$ cat src/rtl/uart_tx_arbiter.sv
// uart_tx_arbiter: round-robin arbiter that merges N_REQ byte-stream requesters
// onto a single UART transmit engine, one whole packet at a time.
//
// Ports:
//   clk_i        clock, all logic on posedge
//   rst_i        synchronous active-high reset
//   req_valid_i  per-requester byte valid
//   req_data_i   per-requester byte, requester k on bits [8k+7:8k]
//   req_last_i   per-requester last-byte-of-packet flag
//   req_ready_o  per-requester byte accept (only the owner, only in DATA)
//   tx_start_o   one-cycle pulse starting a serial byte transmit
//   tx_data_o    byte to transmit, held from tx_start_o until tx_done_i
//   tx_done_i    end-of-stop-bit pulse from the serial engine
//   grant_o      current owner index, valid while busy_o
//   busy_o       high whenever the FSM is not idle
//   pkt_cnt_o    count of completed packets, wraps at 16 bits
module uart_tx_arbiter #(
  parameter int unsigned N_REQ    = 4,
  parameter bit          HDR_EN   = 1'b1,
  parameter logic [7:0]  HDR_BASE = 8'hF0
) (
  input  logic               clk_i,
  input  logic               rst_i,
  input  logic [N_REQ-1:0]   req_valid_i,
  input  logic [8*N_REQ-1:0] req_data_i,
  input  logic [N_REQ-1:0]   req_last_i,
  output logic [N_REQ-1:0]   req_ready_o,
  output logic               tx_start_o,
  output logic [7:0]         tx_data_o,
  input  logic               tx_done_i,
  output logic [2:0]         grant_o,
  output logic               busy_o,
  output logic [15:0]        pkt_cnt_o
);

  typedef enum logic [1:0] {StIdle, StHdr, StData, StWait} state_e;

  state_e      state_q, state_d;
  logic [2:0]  rr_ptr_q, rr_ptr_d;
  logic [2:0]  grant_q, grant_d;
  logic [7:0]  tx_data_q, tx_data_d;
  logic        tx_start_q, tx_start_d;
  logic        last_q, last_d;
  logic [15:0] pkt_cnt_q, pkt_cnt_d;

  // Requester vectors padded to the 8-entry maximum so a 3-bit index always fits exactly.
  logic [7:0]  valid_ext;
  logic [7:0]  last_ext;
  logic [63:0] data_ext;
  logic [7:0]  ready_ext;

  assign valid_ext = 8'(req_valid_i);
  assign last_ext  = 8'(req_last_i);
  assign data_ext  = 64'(req_data_i);

  // Round-robin pick: first valid requester at or above rr_ptr, wrapping modulo N_REQ.
  logic       pick_found;
  logic [2:0] pick_idx;
  logic [3:0] pick_sum;

  always_comb begin
    pick_found = 1'b0;
    pick_idx   = '0;
    pick_sum   = '0;
    for (int unsigned i = 0; i < N_REQ; i++) begin
      pick_sum = {1'b0, rr_ptr_q} + 4'(i);
      if (pick_sum >= 4'(N_REQ)) begin
        pick_sum = pick_sum - 4'(N_REQ);
      end
      if (!pick_found && valid_ext[pick_sum[2:0]]) begin
        pick_found = 1'b1;
        pick_idx   = pick_sum[2:0];
      end
    end
  end

  always_comb begin
    state_d    = state_q;
    rr_ptr_d   = rr_ptr_q;
    grant_d    = grant_q;
    tx_data_d  = tx_data_q;
    tx_start_d = 1'b0;
    last_d     = last_q;
    pkt_cnt_d  = pkt_cnt_q;
    ready_ext  = '0;

    unique case (state_q)
      StIdle: begin
        if (pick_found) begin
          grant_d = pick_idx;
          state_d = HDR_EN ? StHdr : StData;
        end
      end
      StHdr: begin
        tx_data_d  = HDR_BASE | {5'b0, grant_q};
        last_d     = 1'b0;
        tx_start_d = 1'b1;
        state_d    = StWait;
      end
      StData: begin
        // The grant is held until the packet's last byte, however long the owner stalls.
        ready_ext = 8'b1 << grant_q;
        if (valid_ext[grant_q]) begin
          tx_data_d  = data_ext[{grant_q, 3'b000} +: 8];
          last_d     = last_ext[grant_q];
          tx_start_d = 1'b1;
          state_d    = StWait;
        end
      end
      StWait: begin
        // A done arriving alongside the start pulse belongs to no byte of ours.
        if (tx_done_i && !tx_start_q) begin
          if (last_q) begin
            state_d   = StIdle;
            rr_ptr_d  = (grant_q == 3'(N_REQ - 1)) ? 3'd0 : grant_q + 3'd1;
            pkt_cnt_d = pkt_cnt_q + 16'd1;
          end else begin
            state_d = StData;
          end
        end
      end
      default: state_d = StIdle;
    endcase
  end

  always_ff @(posedge clk_i) begin
    if (rst_i) begin
      state_q    <= StIdle;
      rr_ptr_q   <= '0;
      grant_q    <= '0;
      tx_data_q  <= 8'hFF;
      tx_start_q <= 1'b0;
      last_q     <= 1'b0;
      pkt_cnt_q  <= '0;
    end else begin
      state_q    <= state_d;
      rr_ptr_q   <= rr_ptr_d;
      grant_q    <= grant_d;
      tx_data_q  <= tx_data_d;
      tx_start_q <= tx_start_d;
      last_q     <= last_d;
      pkt_cnt_q  <= pkt_cnt_d;
    end
  end

  assign req_ready_o = ready_ext[N_REQ-1:0];
  assign tx_start_o  = tx_start_q;
  assign tx_data_o   = tx_data_q;
  assign grant_o     = grant_q;
  assign busy_o      = (state_q != StIdle);
  assign pkt_cnt_o   = pkt_cnt_q;

endmodule

$ cat config.mk
export PLATFORM = sky130hd
export DESIGN_NAME = uart_tx_arbiter
export DESIGN_NICKNAME = d
export VERILOG_FILES = /design/src/rtl/uart_tx_arbiter.sv
export SDC_FILE = /design/constraint.sdc
export NUM_CORES = 1
export LEC_CHECK = 0
export CORE_ASPECT_RATIO = 0.7
export CORE_UTILIZATION = 50
export CTS_BUF_LIST = sky130_fd_sc_hd__clkbuf_8
export DETAILED_ROUTE_END_ITERATION = 16
export GPL_TIMING_DRIVEN = 1
export HOLD_SLACK_MARGIN = 0.06
export PLACE_DENSITY = 0.9
export SYNTH_ARGS = -nofsm -noshare
export SYNTH_HDL_FRONTEND = slang
export SYNTH_SLANG_ARGS = --single-unit
$ cat constraint.sdc
create_clock -name clk_i -period 4.3 [get_ports clk_i]
set_input_delay 0.645 -clock clk_i [delete_from_list [all_inputs] [get_ports clk_i]]
set_output_delay 0.645 -clock clk_i [all_outputs]
set_load 0.05 [all_outputs]
==> results of run 1 <==
[worst paths after layout]
kind	start	to	slack (ps)	cells after the start
setup reg to reg	rr_ptr_q[0]	state_q[0]	1680	7
hold reg to reg	tx_data_o[0]	tx_data_o[0]	470	1
setup / recovery	state_q[0]	req_ready_o[0]	1120	5
hold / removal	tx_data_o[0]	tx_data_o[0]	470	1
[power by group through the flow]
stage | clock network (mW) | logic [mW] | registers (mW)
finish | 0.218 | 0.415 | 0.367
global route | 0.240 | 0.443 | 0.370
CTS | 0.222 | 0.415 | 0.367
detailed placement | 0 | 0.413 | 0.374
global placement | 0 | 0.402 | 0.372
floorplan | 0 | 0.211 | 0.431
[cell usage after synthesis, drive strengths merged (2+ instances only)]
master and instances:
nor4 2, mux2i 5, nor3 4, o21ai 7, xnor2 6, o31a 2, or3 2, a22o 2
buf 3, and2 5, dfxtp 34, and4 3, mux2 5, a211o 2, nand2b 12, nor2 25
a211oi 3, a21oi 13, a21o 3, nor3b 3, nand4b 2, a221o 2, nor2b 4, nand4 6
and3 3, inv 11, mux4 10, xor2 7, ha 12, nand3 9, nand3b 2, clkbuf 11
nand2 11
[cell families after synthesis]
kind of cell               after synthesis  synth area share
buffers and inverters                   25           0.04759
AOI/OAI and AO/OA                       41            0.1279
and+or+nand+nor                         95            0.2380
muxes                                   20            0.1537
xor gates and xnor gates                13           0.05218
adders and majority gates               12           0.06881
DFF                                     34            0.3119
[per-layer routing]
metal / global-route usage / vias up / part of all wire
li1: - / 1008 / -
met1: 0.3247 / 974 / 0.43
met2: 0.4034 / 102 / 0.45
met3: 0.07040 / 15 / 0.10
met4: 0.1148 / 0 / 0.022
met5: 0 / - / 0
[cells in the final DEF (no fill, tap or decap), types with 2 or more instances in the layout]
cell type        synthesis  routed
clkdlybuf4s50_1          0      75
dfxtp_1                 34      34
nor2_1                  25      25
a21oi_1                 13      13
nand2b_1                12      12
ha_1                    12      12
inv_1                   11      11
nand2_1                 11      11
nand3_1                  9       9
mux4_2                   9       9
o21ai_0                  7       7
xor2_1                   7       7
xnor2_1                  6       6
nand4_1                  6       6
and2_1                   5       5
mux2i_1                  5       5
mux2_2                   5       5
clkbuf_8                 0       5
nor2b_1                  4       4
and3_1                   3       3
nor3_1                   3       3
nor3b_1                  3       3
a21o_1                   3       3
a211oi_1                 3       3
nand4b_1                 2       2
a221o_1                  2       2
o31a_1                   2       2
a22o_1                   2       2
nand3b_1                 2       2
a211o_1                  2       2
and4_1                   2       2
nor4_1                   2       2
or3_1                    2       2
clkinv_2                 0       2
buf_4                    0       2
[state kept, by name, indices dropped and copies added (netlist names)]
name,cells
last_q,1
grant_o,3
rr_ptr_q,3
tx_start_o,1
pkt_cnt_o,16
tx_data_o,8
state_q,2
[cell type report]
class | instances | area share
Timing Repair Buffer | 77 | 0.2528
Sequential cell | 34 | 0.2247
Multi-Input combinational cell | 181 | 0.4614
Clock inverter | 2 | 0.003304
Clock buffer | 5 | 0.02272
Tap cell | 52 | 0.02148
Inverter | 11 | 0.01363
==> run_results.csv, run 1 <==
group,metric,value,unit
status,outcome,"completed",
die,rows,19,
layout,num_antenna_cells,0,
timing,clock.fmax,314.3,MHz
timing,setup_viol,0,
timing,slew_viol_final,0,
logic_synthesis,synth_area_leader_cell,"dfxtp_1",
layout,multi_input_area,1398,um^2
logic_synthesis,yosysWarnings,0,
layout,regArea,680.7,um^2
logic_synthesis,ys_ff_latch,34,
global_routing,grt_pass1_wl,9004,um
timing,rsz0062_at_grt,"no",
clock_network,cts_max_path_buffers,2,
detailed_routing,vias,2099,
clock_network,cts.clk_slew.worst_paths,70,ps
worst_setup_path,worstSetupStartpointType,"flop",
place,dp_cells,355,
worst_setup_path,crit_buf_inv,2,
clock_network,cts_buffers,5,
worst_setup_path,cp_max_fo,12,
detailed_routing,post-route-drc-count,0,
power_and_ir_drop,p_per_area,330.0,nW/um^2
timing,fin_crit,3182,ps
timing,fin_worst_skew,7.649,ps
die,io_pins,76,
layout,nets,365,
global_routing,antenna_found_initial,0,
detailed_routing,drt-initial-drc-count,96,
power_and_ir_drop,switchingPower,0.3690,mW
logic_synthesis,yosys_most_used_dff,"dfxtp_1",
clock_network,cts_root_buf,"clkbuf_8",
logic_synthesis,synthArstFlopShare,0,
power_and_ir_drop,pwr-share-comb,0.415,
timing,finalSetupTns,0,ps
clock_network,postCtsHoldBufs,0,
detailed_routing,ant_nets,0,
power_and_ir_drop,clkPwrFrac,0.218,
detailed_routing,vias_per_cell,5.798,
detailed_routing,first_pass_iters,4,
power_and_ir_drop,seq_power_share,0.367,
timing,holdWs,474.2,ps
die,fp.dieW,80.96,um
timing,worst_slack,1118,ps
worst_setup_path,critPathRequiredTime,3650,ps
global_routing,grt_max_degree,25,
global_routing,grt_use_total,0.2550,
clock_network,postCtsResizedCells,0,
place,place_congestion,0.9282,
worst_setup_path,slowest_stage,"clkdlybuf4s50_1",
global_routing,first_global_vias,1950,
power_and_ir_drop,sw_frac_of_total,0.3691,
clock_network,cts_setup_buffers,0,
logic_synthesis,synth_cell_types,46,
logic_synthesis,post_synth_inst_count,240,
die,die_h,57.27,um
flow_run,drv_cap,0,
clock_network,insertion_delay,280,ps
logic_synthesis,synth_nets,295,
worst_setup_path,criticalPathCategory,"flop to output port",
worst_hold_path,hp-class,"flop to flop",
power_and_ir_drop,ir_worst_vdd,216.9,uV
power_and_ir_drop,intPower,0.6307,mW
layout,instances_no_fill,362,
logic_synthesis,syn_area,2182,um^2
worst_setup_path,end_kind,"output port",
timing,slew_headroom,0.5026,
place,numPortBuffers,75,
worst_setup_path,crit_chain,"inv_1 -> ha_1 -> nor2b_1 -> and2_1 -> clkdlybuf4s50_1",
die,floorplan.initialDensity,0.5399,
place,hpwl,4427,um
logic_synthesis,synth_edf_count,0,
worst_setup_path,cp.arrival,2540,ps
layout,final_util,0.7495,
logic_synthesis,yosys-top-cells-area,"dfxtp_1, mux4_2, ha_1, nor2_1, nand2b_1",
logic_synthesis,ys_seq_area_frac,0.3119,
timing,fin_crit_sh,0.7399,
timing,worst_pin_slew,745.1,ps
detailed_routing,routed_wl,5749,um
logic_synthesis,syn_avg_cell_area,9.092,um^2
power_and_ir_drop,leakage,1.111,nW
logic_synthesis,synth_top_area_frac,0.3119,
layout,fin_area,3029,um^2
place,dpl-instance-area,2950,um^2
worst_setup_path,critPathTopFamily,"buffers and inverters",
layout,layout-drive-gt1-share,0.08065,
clock_network,cts_tree,"built",
die,dieArea,4637,um^2
die,coreArea,4041,um^2
detailed_routing,wl_per_cell,15.88,um
clock_network,cts_sinks,34,
worst_setup_path,cp_slowest_stage_delay,790,ps
global_routing,gr-total-overflow,0,
place,dpl_worst_slack,1463,ps
power_and_ir_drop,power.total,0.9997,mW
layout,syn_to_final_growth,38.82,%
clock_network,htree_num_levels,2,
layout,nFillCells,282,
timing,hold_viol,0,
Power figures use the tool's default switching activity.
==> run 2: changes to the inputs <==
--- a/config.mk
+++ b/config.mk
@@ -6,12 +6,12 @@
 export NUM_CORES = 1
 export LEC_CHECK = 0
 export CORE_ASPECT_RATIO = 0.7
-export CORE_UTILIZATION = 50
+export CORE_UTILIZATION = 47
 export CTS_BUF_LIST = sky130_fd_sc_hd__clkbuf_8
 export DETAILED_ROUTE_END_ITERATION = 16
 export GPL_TIMING_DRIVEN = 1
 export HOLD_SLACK_MARGIN = 0.06
-export PLACE_DENSITY = 0.9
+export PLACE_DENSITY = 0.86
 export SYNTH_ARGS = -nofsm -noshare
 export SYNTH_HDL_FRONTEND = slang
 export SYNTH_SLANG_ARGS = --single-unit
==> constraint.sdc (replaced) <==
create_clock -name clk_i -period 3.15 [get_ports clk_i]
set_input_delay 0.4725 -clock clk_i [delete_from_list [all_inputs] [get_ports clk_i]]
set_output_delay 0.4725 -clock clk_i [all_outputs]
set_load 0.05 [all_outputs]
==> run 2 against run 1 <==
  * Largest cell class unchanged
  * Die area up 6.2%
  * Hold slack worse by 8.1 ps
  * Non-clock buffer count up 3
  * Worst setup slack worse by 690 ps
  * First-iteration DRC count down 28%
  * Sequential cell count unchanged
  * Critical path depth unchanged
==> run_results.csv, run 2 (synthesis results as in run 1) <==
group,metric,value,unit
status,outcome,"completed",
global_routing,grt_pass1_wl,9101,um
detailed_routing,wl_per_cell,15.15,um
power_and_ir_drop,seq_power_share,0.317,
power_and_ir_drop,pwr-share-comb,0.366,
clock_network,cts_root_buf,"clkbuf_8",
die,coreArea,4404,um^2
global_routing,gr-total-overflow,0,
layout,mostFrequentLayoutCells,"clkdlybuf4s50_1, dfxtp_1, nor2_1, a21oi_1",
timing,clock.fmax,367.6,MHz
worst_setup_path,cp.arrival,2250,ps
global_routing,grt_use_total,0.2348,
die,rows,20,
timing,rsz0062_at_grt,"no",
place,hpwl,4179,um
die,fp.dieW,83.44,um
layout,layout-drive-gt1-share,0.09236,
place,dp_cells,361,
detailed_routing,post-route-drc-count,0,
clock_network,cts_buffers,5,
timing,finalSetupTns,0,ps
flow_run,drv_cap,0,
clock_network,postCtsHoldBufs,0,
power_and_ir_drop,leakage,1.155,nW
clock_network,postCtsResizedCells,0,
clock_network,cts_sinks,34,
detailed_routing,ant_nets,0,
detailed_routing,drt-initial-drc-count,69,
power_and_ir_drop,p_per_area,500.1,nW/um^2
timing,fin_worst_skew,10.06,ps
place,place_congestion,0.9476,
detailed_routing,vias,2079,
worst_hold_path,hp-class,"flop to flop",
layout,nFillCells,356,
timing,setup_viol,0,
clock_network,htree_num_levels,2,
detailed_routing,routed_wl,5590,um
die,dieArea,4924,um^2
worst_setup_path,crit_chain,"inv_1 -> ha_1 -> nor2b_1 -> and2_1 -> clkdlybuf4s50_1",
detailed_routing,first_pass_iters,6,
timing,slew_viol_final,0,
worst_setup_path,cp_slowest_stage_delay,800,ps
global_routing,first_global_vias,1905,
layout,final_common_cell,"clkdlybuf4s50_1",
power_and_ir_drop,switchingPower,0.5039,mW
power_and_ir_drop,ir_worst_vdd,355.5,uV
layout,num_antenna_cells,0,
place,numPortBuffers,75,
layout,nets,368,
layout,instances_no_fill,369,
timing,fin_crit_sh,0.8637,
worst_setup_path,critPathTopFamily,"buffers and inverters",
clock_network,insertion_delay,280,ps
timing,worst_pin_slew,769.3,ps
worst_setup_path,crit_buf_inv,2,
power_and_ir_drop,intPower,1.056,mW
worst_setup_path,criticalPathCategory,"flop to output port",
die,die_h,59.01,um
timing,fin_crit,2721,ps
timing,hold_viol,0,
layout,largest_reg_flops,16,
timing,slew_headroom,0.4855,
clock_network,cts_tree,"built",
worst_setup_path,cp_max_fo,7,
global_routing,antenna_found_initial,0,
worst_setup_path,worstSetupStartpointType,"flop",
worst_setup_path,critPathRequiredTime,2680,ps
power_and_ir_drop,sw_frac_of_total,0.3230,
detailed_routing,vias_per_cell,5.634,
clock_network,cts_setup_buffers,0,
global_routing,grt_max_degree,22,
die,io_pins,76,
layout,syn_to_final_growth,42.95,%
clock_network,cts_max_path_buffers,2,
clock_network,cts.clk_slew.worst_paths,70,ps
die,floorplan.initialDensity,0.4955,
power_and_ir_drop,clkPwrFrac,0.316,
worst_setup_path,slowest_stage,"clkdlybuf4s50_1",
worst_setup_path,end_kind,"output port",
==> run 2: power groups by stage <==
| stage | Combinational, mW | Clock (mW) | Sequential [mW] |
|---|---|---|---|
| floorplan | 0.288 | 0 | 0.589 |
| global placement | 0.557 | 0 | 0.502 |
| detailed placement | 0.570 | 0 | 0.503 |
| CTS | 0.573 | 0.499 | 0.494 |
| global route | 0.613 | 0.526 | 0.500 |
| finish | 0.571 | 0.494 | 0.495 |
==> run 2: worst paths after layout <==
| check | startpoint | end | slack (ps) | depth (start not counted) |
|---|---|---|---|---|
| worst max-delay path | state_q[0] | req_ready_o[2] | 430 | 5 |
| worst min-delay path | tx_data_o[1] | tx_data_o[1] | 470 | 1 |
| worst max register to register | rr_ptr_q[0] | state_q[0] | 610 | 7 |
| worst min register to register | tx_data_o[1] | tx_data_o[1] | 470 | 1 |
==> run 2: routing by layer <==
metal / track usage / routed length, um / vias to the layer above
met5: 0 / 0 / -
met3: 0.06267 / 509 / 7
met2: 0.3817 / 2424 / 89
li1: - / - / 1008
met1: 0.3178 / 2614 / 975
met4: 0.05811 / 42 / 0
==> run 2: area by class of cell <==
type / count / area, um^2 / share of cell area
Tap cell: 55 / 68.82 / 0.02206
Multi-Input combinational cell: 181 / 1398 / 0.4481
Clock buffer: 6 / 82.58 / 0.02647
Inverter: 11 / 41.29 / 0.01324
Clock inverter: 2 / 60.06 / 0.01925
Timing Repair Buffer: 80 / 788.3 / 0.2527
Sequential cell: 34 / 680.7 / 0.2182
==> run 2: worst reg2reg max path, stage by stage, from the launching register on <==
cell     delay (ps)
dfxtp_1         640
inv_1           160
ha_1            420
mux2i_1         150
nor3_1          340
nor3_1          150
a21oi_1         220
mux2_2          350
==> run 2: stage by stage <==
stage	area [um^2]	hold WS (ps)	total power [mW]	worst slack, ps	util
2_1_floorplan	2182	453.8	0.8769	760.2	-
3_3_place_gp	2977	452.3	1.059	589.8	0.6759
3_5_place_dp	2977	455.3	1.073	529.1	0.6759
4_1_cts	3119	470.0	1.566	421.8	0.7082
5_1_grt	3119	505.4	1.639	234.6	0.7082
6_report	3119	466.1	1.560	429.3	0.7082
==> run 3: changes to the inputs <==
--- a/config.mk
+++ b/config.mk
@@ -12,6 +12,7 @@
 export GPL_TIMING_DRIVEN = 1
 export HOLD_SLACK_MARGIN = 0.06
 export PLACE_DENSITY = 0.86
+export SETUP_SLACK_MARGIN = 0.1
 export SYNTH_ARGS = -nofsm -noshare
 export SYNTH_HDL_FRONTEND = slang
 export SYNTH_SLANG_ARGS = --single-unit
==> results of run 3 <==
Final layout, timing and power as in run 2 (identical DEF).
